## config.mk

```make
export PLATFORM = sky130hd
export DESIGN_NAME = adc_stream_unpacker
export DESIGN_NICKNAME = d
export VERILOG_FILES = /design/src/rtl/adc_stream_unpacker.sv
export SDC_FILE = /design/constraint.sdc
export NUM_CORES = 1
export LEC_CHECK = 0
export ABC_AREA = 1
export CORE_MARGIN = 4
export CORE_UTILIZATION = 35
export CTS_BUF_LIST = sky130_fd_sc_hd__clkbuf_8
export CTS_CLUSTER_DIAMETER = 30
export DETAILED_ROUTE_END_ITERATION = 16
export DONT_BUFFER_PORTS = 1
export GPL_ROUTABILITY_DRIVEN = 0
export PLACE_DENSITY_LB_ADDON = 0.08
export SLEW_MARGIN = 20
export SYNTH_ARGS = -nofsm -noshare
export SYNTH_HDL_FRONTEND = slang
export SYNTH_SLANG_ARGS = --single-unit
```

## constraint.sdc

```tcl
create_clock -name i_clk -period 7.8 [get_ports i_clk]
set_clock_uncertainty 0.05 [all_clocks]
set_input_delay 1.17 -clock i_clk [delete_from_list [all_inputs] [get_ports i_clk]]
set_output_delay 1.17 -clock i_clk [all_outputs]
set_load 0.03 [all_outputs]
```

## src/rtl/adc_stream_unpacker.sv

```systemverilog
// adc_stream_unpacker: collects a byte stream of ADC sample words (one word =
// TOTAL beats, channel 0 first, LSB byte first, MSB-aligned samples) and emits
// one parallel multi-channel word per frame, with framing-error detection.
module adc_stream_unpacker #(
  parameter int unsigned ADC_NUM_CHANNELS = 4,
  parameter int unsigned ADC_CHN_WIDTH    = 14,
  parameter int unsigned ADC_CHN_BYTES    = (ADC_CHN_WIDTH + 7) / 8
) (
  input  logic                                      i_clk,
  input  logic                                      i_rst,
  // byte stream in
  input  logic [7:0]                                i_s_axis_tdata,
  input  logic                                      i_s_axis_tkeep,
  input  logic                                      i_s_axis_tvalid,
  output logic                                      o_s_axis_tready,
  input  logic                                      i_s_axis_tlast,
  // sample word out
  output logic [ADC_NUM_CHANNELS*ADC_CHN_WIDTH-1:0] o_m_axis_tdata,
  output logic [ADC_NUM_CHANNELS-1:0]               o_m_axis_tkeep,
  output logic                                      o_m_axis_tvalid,
  input  logic                                      i_m_axis_tready,
  // framing error reporting
  output logic                                      o_err_framing,
  output logic [15:0]                               o_err_count,
  input  logic                                      i_clr_err
);

  localparam int unsigned PAD      = ADC_CHN_BYTES * 8 - ADC_CHN_WIDTH;
  localparam int unsigned TOTAL    = ADC_NUM_CHANNELS * ADC_CHN_BYTES;
  localparam int unsigned RAW_W    = ADC_CHN_BYTES * 8;
  localparam int unsigned OUT_W    = ADC_NUM_CHANNELS * ADC_CHN_WIDTH;
  localparam int unsigned CNT_W    = (TOTAL > 1) ? $clog2(TOTAL) : 1;
  localparam logic [CNT_W-1:0] LAST_IDX = CNT_W'(TOTAL - 1);

  typedef enum logic {
    ST_COLLECT,
    ST_RESYNC
  } state_t;

  state_t                      r_state;
  logic [CNT_W-1:0]            r_cnt;
  logic [7:0]                  r_shadow [TOTAL];
  logic [ADC_NUM_CHANNELS-1:0] r_keep;
  logic [OUT_W-1:0]            r_m_tdata;
  logic [ADC_NUM_CHANNELS-1:0] r_m_tkeep;
  logic                        r_m_tvalid;
  logic                        r_err_framing;
  logic [15:0]                 r_err_count;

  logic                        w_at_last;
  logic                        w_s_ready;
  logic                        w_accept;
  logic                        w_err_event;
  logic [7:0]                  w_bytes [TOTAL];
  logic [ADC_NUM_CHANNELS-1:0] w_keep_next;
  logic [RAW_W-1:0]            w_raw [ADC_NUM_CHANNELS];
  logic [OUT_W-1:0]            w_word;

  // Input ready: stall only the final beat while the output slot is occupied
  always_comb begin
    w_at_last   = (r_cnt == LAST_IDX);
    w_s_ready   = !((r_state == ST_COLLECT) && w_at_last && r_m_tvalid && !i_m_axis_tready);
    w_accept    = i_s_axis_tvalid && w_s_ready;
    // In COLLECT a framing error is any disagreement between tlast and the final slot
    w_err_event = w_accept && (r_state == ST_COLLECT) && (w_at_last != i_s_axis_tlast);
  end

  // Shadow bytes with the current beat merged in at its slot
  always_comb begin
    for (int b = 0; b < TOTAL; b++) begin
      w_bytes[b] = r_shadow[b];
      if (r_cnt == CNT_W'(b)) begin
        w_bytes[b] = i_s_axis_tdata;
      end
    end
  end

  // Channel keep bits with the current beat folded in (first byte restarts the AND)
  always_comb begin
    w_keep_next = r_keep;
    for (int ch = 0; ch < ADC_NUM_CHANNELS; ch++) begin
      for (int j = 0; j < ADC_CHN_BYTES; j++) begin
        if (r_cnt == CNT_W'(ch * ADC_CHN_BYTES + j)) begin
          w_keep_next[ch] = (j == 0) ? i_s_axis_tkeep : (r_keep[ch] & i_s_axis_tkeep);
        end
      end
    end
  end

  // Assemble the parallel word: bytes MSB-first per channel, drop PAD LSBs, zero dropped channels
  always_comb begin
    w_word = '0;
    for (int ch = 0; ch < ADC_NUM_CHANNELS; ch++) begin
      w_raw[ch] = '0;
      for (int j = 0; j < ADC_CHN_BYTES; j++) begin
        w_raw[ch][j*8 +: 8] = w_bytes[ch * ADC_CHN_BYTES + j];
      end
      if (w_keep_next[ch]) begin
        w_word[ch*ADC_CHN_WIDTH +: ADC_CHN_WIDTH] = w_raw[ch][RAW_W-1:PAD];
      end
    end
  end

  // Framing FSM, byte collection and output register
  always_ff @(posedge i_clk or posedge i_rst) begin
    if (i_rst) begin
      r_state       <= ST_COLLECT;
      r_cnt         <= '0;
      r_keep        <= '0;
      r_m_tdata     <= '0;
      r_m_tkeep     <= '0;
      r_m_tvalid    <= 1'b0;
      r_err_framing <= 1'b0;
      for (int b = 0; b < TOTAL; b++) begin
        r_shadow[b] <= '0;
      end
    end else begin
      r_err_framing <= 1'b0;
      if (r_m_tvalid && i_m_axis_tready) begin
        r_m_tvalid <= 1'b0;
      end
      if (w_accept) begin
        case (r_state)
          ST_COLLECT: begin
            if (!w_at_last && !i_s_axis_tlast) begin
              r_shadow <= w_bytes;
              r_keep   <= w_keep_next;
              r_cnt    <= r_cnt + CNT_W'(1);
            end else if (w_at_last && i_s_axis_tlast) begin
              r_m_tdata  <= w_word;
              r_m_tkeep  <= w_keep_next;
              r_m_tvalid <= 1'b1;
              r_cnt      <= '0;
            end else if (!w_at_last) begin
              // early tlast: drop the partial word and restart
              r_err_framing <= 1'b1;
              r_cnt         <= '0;
            end else begin
              // missing tlast: drop and hunt for the next word boundary
              r_err_framing <= 1'b1;
              r_cnt         <= '0;
              r_state       <= ST_RESYNC;
            end
          end
          ST_RESYNC: begin
            if (i_s_axis_tlast) begin
              r_state <= ST_COLLECT;
              r_cnt   <= '0;
            end
          end
          default: begin
            r_state <= ST_COLLECT;
            r_cnt   <= '0;
          end
        endcase
      end
    end
  end

  // Saturating error counter; clear wins over a simultaneous increment
  always_ff @(posedge i_clk or posedge i_rst) begin
    if (i_rst) begin
      r_err_count <= '0;
    end else if (i_clr_err) begin
      r_err_count <= '0;
    end else if (w_err_event && (r_err_count != 16'hFFFF)) begin
      r_err_count <= r_err_count + 16'd1;
    end
  end

  assign o_s_axis_tready = w_s_ready;
  assign o_m_axis_tdata  = r_m_tdata;
  assign o_m_axis_tkeep  = r_m_tkeep;
  assign o_m_axis_tvalid = r_m_tvalid;
  assign o_err_framing   = r_err_framing;
  assign o_err_count     = r_err_count;

endmodule

```

==> summary.txt <==
Power
  – Leakage power: 3.659 nW
  – Power Density: 261.3 mW/mm^2
  – VDD IR max: 113.9 uV
  – Total chip power: 1.931 mW

STA
  – Max-slew headroom: 40.57%
  – FMAX: 281.7 MHz
  – Setup ws final: 4250 ps
  – Final Hold Vio Count: 0
  – Finish-stage setup viols: 0
  – Period Utilization, post-route: 45.51%
  – Worst Max-Slew Pin Slew: 891.4 ps
  – Clock period minus worst slack: 3550 ps
  – Unrepaired setup endpoints after global routing: no
  – Final Max Slew Viols: 0
  – Setup tns final: 0 ps
  – Hold WS: 425.1 ps

Drt
  – Met2 WL: 7885 um
  – Vias: 5460
  – Vias/cell: 4.923
  – Drt drc: 0
  – Drt total wl: 17440 um
  – Initial DRC count: 371
  – First drt pass iteration count: 5
  – Max Used Layer: met4
  – Routed wl met3: 1077 um
  – WL per Instance: 15.72 um
  – M1 wire length: 8228 um
  – Final ANT Viol Nets: 0

Synthesis
  – Register bit total from synthesis: 142
  – Synth unique cells: 28
  – Avg Cell Area, Syn: 7.927 sq um
  – Post-synthesis net count: 884
  – Cells after Synth: 858
  – Register area share after synthesis: 52.24%
  – Post-Syn Area: 0.006802 sq mm
  – Synth Warn #: 0

Clock network
  – Setup Fix Bufs, Post-CTS: 0
  – # clock sinks: 142
  – Root Buffer: clkbuf_8
  – CTS clock-pin slew for the worst setup and hold paths: 80 ps
  – Clock latency on the worst-skew pair: 440 ps
  – Cts repair resizes: 0
  – Clock Path Buffers: 2
  – CTS tree: built
  – CTS buffer count: 17
  – Hold buffer count at cts: 0
  – CTS H-tree depth: 4

Cells and area
  – Non-filler instance count after layout: 1109
  – Nets: 862
  – Antenna cells: 0
  – Area Growth Syn to Fin: 8.646%
  – Final instance area: 0.007390 sq mm
  – Final core utilization: 39.11%
  – Most frequent cells in the layout: nand2_1, dfrtp_1, o21ai_0
  – Share of cells above drive strength 1: 6.596%
  – Commonest non-fill, non-tap cell in the layout: nand2_1
  – # fillers: 1992

Critical path
  – Worst setup endpoint: o_m_axis_tdata[9]$_DFFE_PP0P_
  – Crit-path slowest cell: inv_2
  – Most common cell on crit path: ha_1
  – R2r endpoint: o_m_axis_tdata[9]$_DFFE_PP0P_
  – Crit Path Category: flip-flop to flip-flop
  – Critical Path Fanout Max: 80
  – R2r setup slk: 4250 ps
  – CP arrival: 3870 ps
  – Worst R2R Path Depth: 10
  – Reg2reg start: r_cnt[1]$_DFFE_PP0P_
  – Crit path largest cell delay: 710 ps
  – CP startpoint: r_cnt[1]$_DFFE_PP0P_
  – Worst Path Required: 8120 ps
  – Critical Path End Type: flip-flop
  – Crit path cell chain: ha_1, ha_1, inv_2, ha_1, buf_4, nor2_1, nand2_4, inv_2, nand3_1, nand2_1
  – CP Launch Type: flip-flop

Floorplan
  – Core Area: 0.01889 sq mm
  – Ports: 94
  – Initial Util: 36.00%
  – Die area: 0.02173 sq mm
  – Die Ht: 147.4 um
  – # rows: 50
  – Die Width: 147.4 um

Run status
  – Outcome: finished clean

GRT
  – Vias in the first global route: 5180
  – First-pass GRT wire length: 28570 um
  – Initial antenna violation count: 0
  – Overall Global Routing Usage: 16.44%
  – GRT overflow: 0
  – Pin count of the biggest net entering global routing: 94

Place
  – HPWL Detailed: 11380 um
  – DP Worst Slack: 4196 ps
  – Placed Area: 0.006929 sq mm
  – Inst Count DP: 1077
  – Port Buf Inserts: 0

Min path
  – Hold Crit Start: r_shadow[51]$_DFFE_PP0P_
  – Hold Path Class: flip-flop to flip-flop

Job
  – Max Cap Viol: 0
[registers in the layout, summed over array words and instances, names as in the netlist]
register	cells
o_m_axis_tvalid	1
r_cnt	3
o_m_axis_tkeep	4
r_keep	4
o_err_framing	1
r_state	1
o_m_axis_tdata	56
r_shadow	56
o_err_count	16
[per-layer routing]
layer	up-vias	track usage, %
li1	2714	-
met1	2599	23.11
met2	129	24.86
met3	18	4.353
met4	0	5.266
met5	-	0
[kinds of logic after synthesis]
group           synth area share (%)
simple gates                   30.30
flops                          52.24
compound gates                 9.179
buf+inv                        5.611
fa+ha+maj                      2.024
xor+xnor                      0.6438
[report_power, final]
group,switching [mW],internal (mW)
Combinational,0.243,0.103
Sequential,0.0623,0.846
Clock,0.285,0.391
Total,0.591,1.34
[worst max-delay path, delay by kind of cell, from the launching register on]
kind | cells | cell delay, ps
buf+inv | 3 | 1050
fa+ha+maj | 3 | 1010
simple gates | 4 | 950
flops | 1 | 390
[synthesized netlist by cell type]
cell type  number  area [sq um]
inv_2           8         30.03
o21bai_1        7         52.55
buf_2          19         95.09
nor2_4          3         33.78
clkbuf_2        2         10.01
buf_6           2         22.52
inv_1          32         120.1
dfrtp_1       142          3553
nand4_1        13         81.33
nand2_4         2         22.52
o21ai_0       101         505.5
nor2_1         44         165.2
nand4_2         1         12.51
xor2_1          5         43.79
nand3_2         2         20.02
nand2_2         2         12.51
clkbuf_1       16         60.06
inv_4           1         6.260
nor2_2          1         6.260
o21ai_1        11         55.05
nand3_1        61         305.3
buf_4           5         37.54
a21oi_1         1         5.000
ha_1           11         137.6
nand2_1       360          1351
nor2_8          1         20.02
o22ai_1         1         6.260
nand3b_1        4         30.03
[how the worst min path moves through the flow]
| stage | end | slack (ps) | cells after the start |
|---|---|---|---|
| global route | r_shadow[48]$_DFFE_PP0P_ | 450 | 2 |
| finish | r_shadow[51]$_DFFE_PP0P_ | 430 | 2 |
| CTS | r_shadow[27]$_DFFE_PP0P_ | 430 | 2 |
| global placement | r_shadow[61]$_DFFE_PP0P_ | 400 | 2 |
| floorplan | r_shadow[13]$_DFFE_PP0P_ | 390 | 2 |
| detailed placement | r_shadow[27]$_DFFE_PP0P_ | 410 | 2 |
[final cells by class]
cell class | instances | area, sq um | area share, %
Clock buffer | 22 | 302.8 | 4.098
Tap cell | 260 | 325.3 | 4.402
Sequential cell | 142 | 3553 | 48.09
Inverter | 41 | 161.4 | 2.184
Multi-Input combinational cell | 631 | 2867 | 38.79
Timing Repair Buffer | 3 | 22.52 | 0.3048
Clock inverter | 10 | 157.7 | 2.133
No activity file was read; power rests on OpenSTA's default activity.
==> edit, RTL diff (config.mk and constraints unchanged) <==
Set the parameter `ADC_CHN_WIDTH` to 7 (it was 14).
--- a/src/rtl/adc_stream_unpacker.sv
+++ b/src/rtl/adc_stream_unpacker.sv
@@ -4,5 +4,5 @@
 module adc_stream_unpacker #(
   parameter int unsigned ADC_NUM_CHANNELS = 4,
-  parameter int unsigned ADC_CHN_WIDTH    = 14,
+  parameter int unsigned ADC_CHN_WIDTH    = 7,
   parameter int unsigned ADC_CHN_BYTES    = (ADC_CHN_WIDTH + 7) / 8
 ) (
Interface: changed (resized o_m_axis_tdata); port bits go from 94 to 66. The function was not compared with the original's and may differ.
==> edit against the unedited design <==
Area after synthesis down 38%. Total power down 44%. Core utilization down 0.86 points. Wire length down 43%. First-iteration DRC count down 38%. Synthesized cell count down 38%. Critical path type is now flop to output port. Sequential cell count down 57. Fmax up 19%. Largest cell class unchanged. Final area down 40%. Setup slack better by 580 ps.
==> edit: results (changes against the unedited design) <==
Synthesis
Post-synth top cells: 219 x nand2_1, 85 x dfrtp_1, 61 x o21ai_0 (was 360 x nand2_1, 142 x dfrtp_1, 101 x o21ai_0). The warning count from the yosys run is 0 (unchanged). The share of synthesized area occupied by flip-flops and latches came to 50.6% (was 52.2%). Cell types occupying the most area after synthesis: dfrtp_1 51%, nand2_1 20%, o21ai_0 7.3%, nor2_1 4.3%, ha_1 2.7% (was dfrtp_1 52%, nand2_1 20%, o21ai_0 7.4%, nand3_1 4.5%, nor2_1 2.4%). The unique cell type count in the Yosys netlist came to 24 (was 28). The commonest register cell after synthesis is dfrtp_1 (unchanged). The share of synthesized registers carrying an async set or reset came to 100% (unchanged). The synthesized net count was 556 (was 884).

Detailed routing
The vias per cell was 4.90 (was 4.92). The number of DRC markers after the initial detailed-route iteration is 229 (was 371). The post-detailed-routing wire length came to 9.93 mm (was 17.4 mm). The iteration count of the initial detailed-routing pass is 4 (was 5).

Critical path
The critical path's slowest cell is ha_1 (was inv_2). The capturing point of the worst reg2reg path is o_m_axis_tdata[25]$_DFFE_PP0P_ (was o_m_axis_tdata[9]$_DFFE_PP0P_). The slack of the worst reg-to-reg path came to 5040 ps (was 4250 ps). The arrival time at the worst endpoint is 1750 ps (was 3870 ps). The reg-to-reg startpoint is r_cnt[0]$_DFFE_PP0P_ (was r_cnt[1]$_DFFE_PP0P_). The kind of cell with the highest combined delay on the critical path is adder cells (was buffers and inverters). The maximum fanout encountered on the critical timing path is 20 (was 80). The maximum cell stage delay along the critical path was 600 ps (was 710 ps).

Place
The detailed-placement wirelength estimate is 6.57 mm (was 11.4 mm). The placement-stage worst setup slack came to 4910 ps (was 4200 ps).

Outcome
Result of the run: finished, final reports clean (unchanged).

Cells and area
The number of nets in the finished design is 546 (was 862). The layout filler cell count is 1240 (was 1992). The share of cells above drive strength 1 was 6.08% (was 6.60%).

Global route
The wire length of the first global-routing pass is 16.8 mm (was 28.6 mm). The number of global-route vias before repair came to 3203 (was 5180). The maximum number of pins on one net before global-route repair came to 66 (was 94).

The global-route usage over all layers is 15.1% (was 16.4%).

Min path
The start point of the worst min-delay path was r_shadow[9]$_DFFE_PP0P_ (was r_shadow[51]$_DFFE_PP0P_). The hold-critical path endpoint is r_shadow[9]$_DFFE_PP0P_ (was r_shadow[51]$_DFFE_PP0P_). The class of the worst hold path is flop to flop (unchanged).

Clock network
The clock network latency to the later pin of the worst-skew pair is 370 ps (was 440 ps). The post-CTS setup-driven buffer insertion count is 0 (unchanged). The post-cts resize count is 0 (unchanged). The CTS buffer count is 9 (was 17). The maximum clock insertion buffer count came to 2 (unchanged). The number of H-tree branching levels is 3 (was 4).

STA
The worst-margin pin slew is 754 ps (was 891 ps).

Power
The worst vdd rail ir drop came to 0.0737 mV (was 0.114 mV). The total leakage power is 2.18 nW (was 3.66 nW).
## edit: cell count changes in the layout (fill, tap and decap cells not counted), moves of 2 or more
cell	delta
nand2_1	-141
nor2_1	+4
ha_1	-2
o21ai_0	-40
clkbuf_8	-12
inv_1	-9
bufinv_16	-4
inv_2	-4
nand3_1	-49
dfrtp_1	-57
o21bai_1	-4
## edit: cell families (layout without fill, tap and decap cells)
logic type | after synthesis | after routing | synth area share [%]
fa+ha+maj | 9 | 9 | 2.68
compound gates | 75 | 75 | 9.12
xor+xnor | 5 | 5 | 1.04
flops | 85 | 85 | 50.6
simple gates | 306 | 306 | 30.4
buf+inv | 52 | 46 | 6.11
## edit: worst max path at each step
| stage | startpoint | end | slack (ps) |
|---|---|---|---|
| CTS | r_cnt[0]$_DFFE_PP0P_ | o_s_axis_tready | 4780 |
| global route | r_cnt[0]$_DFFE_PP0P_ | o_s_axis_tready | 4660 |
| global placement | i_m_axis_tready | o_m_axis_tdata[25]$_DFFE_PP0P_ | 4930 |
| finish | r_cnt[0]$_DFFE_PP0P_ | o_s_axis_tready | 4830 |
| detailed placement | i_m_axis_tready | o_m_axis_tdata[25]$_DFFE_PP0P_ | 4910 |
| floorplan | i_rst | o_err_count[0]$_DFFE_PP0P_ | 4390 |
## edit: cell type report
| class | count | share of cell area, % |
|---|---|---|
| clock inverter | 5 | 0.792 |
| tap | 143 | 4.04 |
| timing repair buffer | 3 | 0.509 |
| sequential | 85 | 48.1 |
| multi-input combinational | 395 | 41.1 |
| inverter | 28 | 2.40 |
| clock buffer | 10 | 3.11 |
## edit: worst register-to-register path: cells and delay by family (launching register included)
kind	cells	cell delay, ps
AND/OR/NAND/NOR	6	1060
buffers and inverters	3	530
adder cells (fa/ha/maj)	1	600
flip-flops	1	420
## edit: routing by layer
metal | up-vias | wire length [um] | GRT usage [%]
met4 | 0 | 163 | 6.37
met3 | 13 | 578 | 3.80
met2 | 71 | 4440 | 23.0
met5 | - | 0 | 0
li1 | 1666 | - | -
met1 | 1529 | 4750 | 20.5
## edit: power by group
part	internal, W	switching, W
Clock	0.000124	0.000170
Combinational	0.0000663	0.000138
Sequential	0.000519	0.0000710
Total	0.000709	0.000380
## edit: through the flow
stage	util (%)	hold WS, ps	total power, W	std cells	area [um^2]
after floorplan	-	398	0.000756	532	4200
after detailed placement	36.8	418	0.000807	654	4250
final	38.3	438	0.00109	669	4420
after global placement	36.8	411	0.000802	654	4250
after global routing	38.3	459	0.00117	669	4420
after CTS	38.3	442	0.00111	669	4420
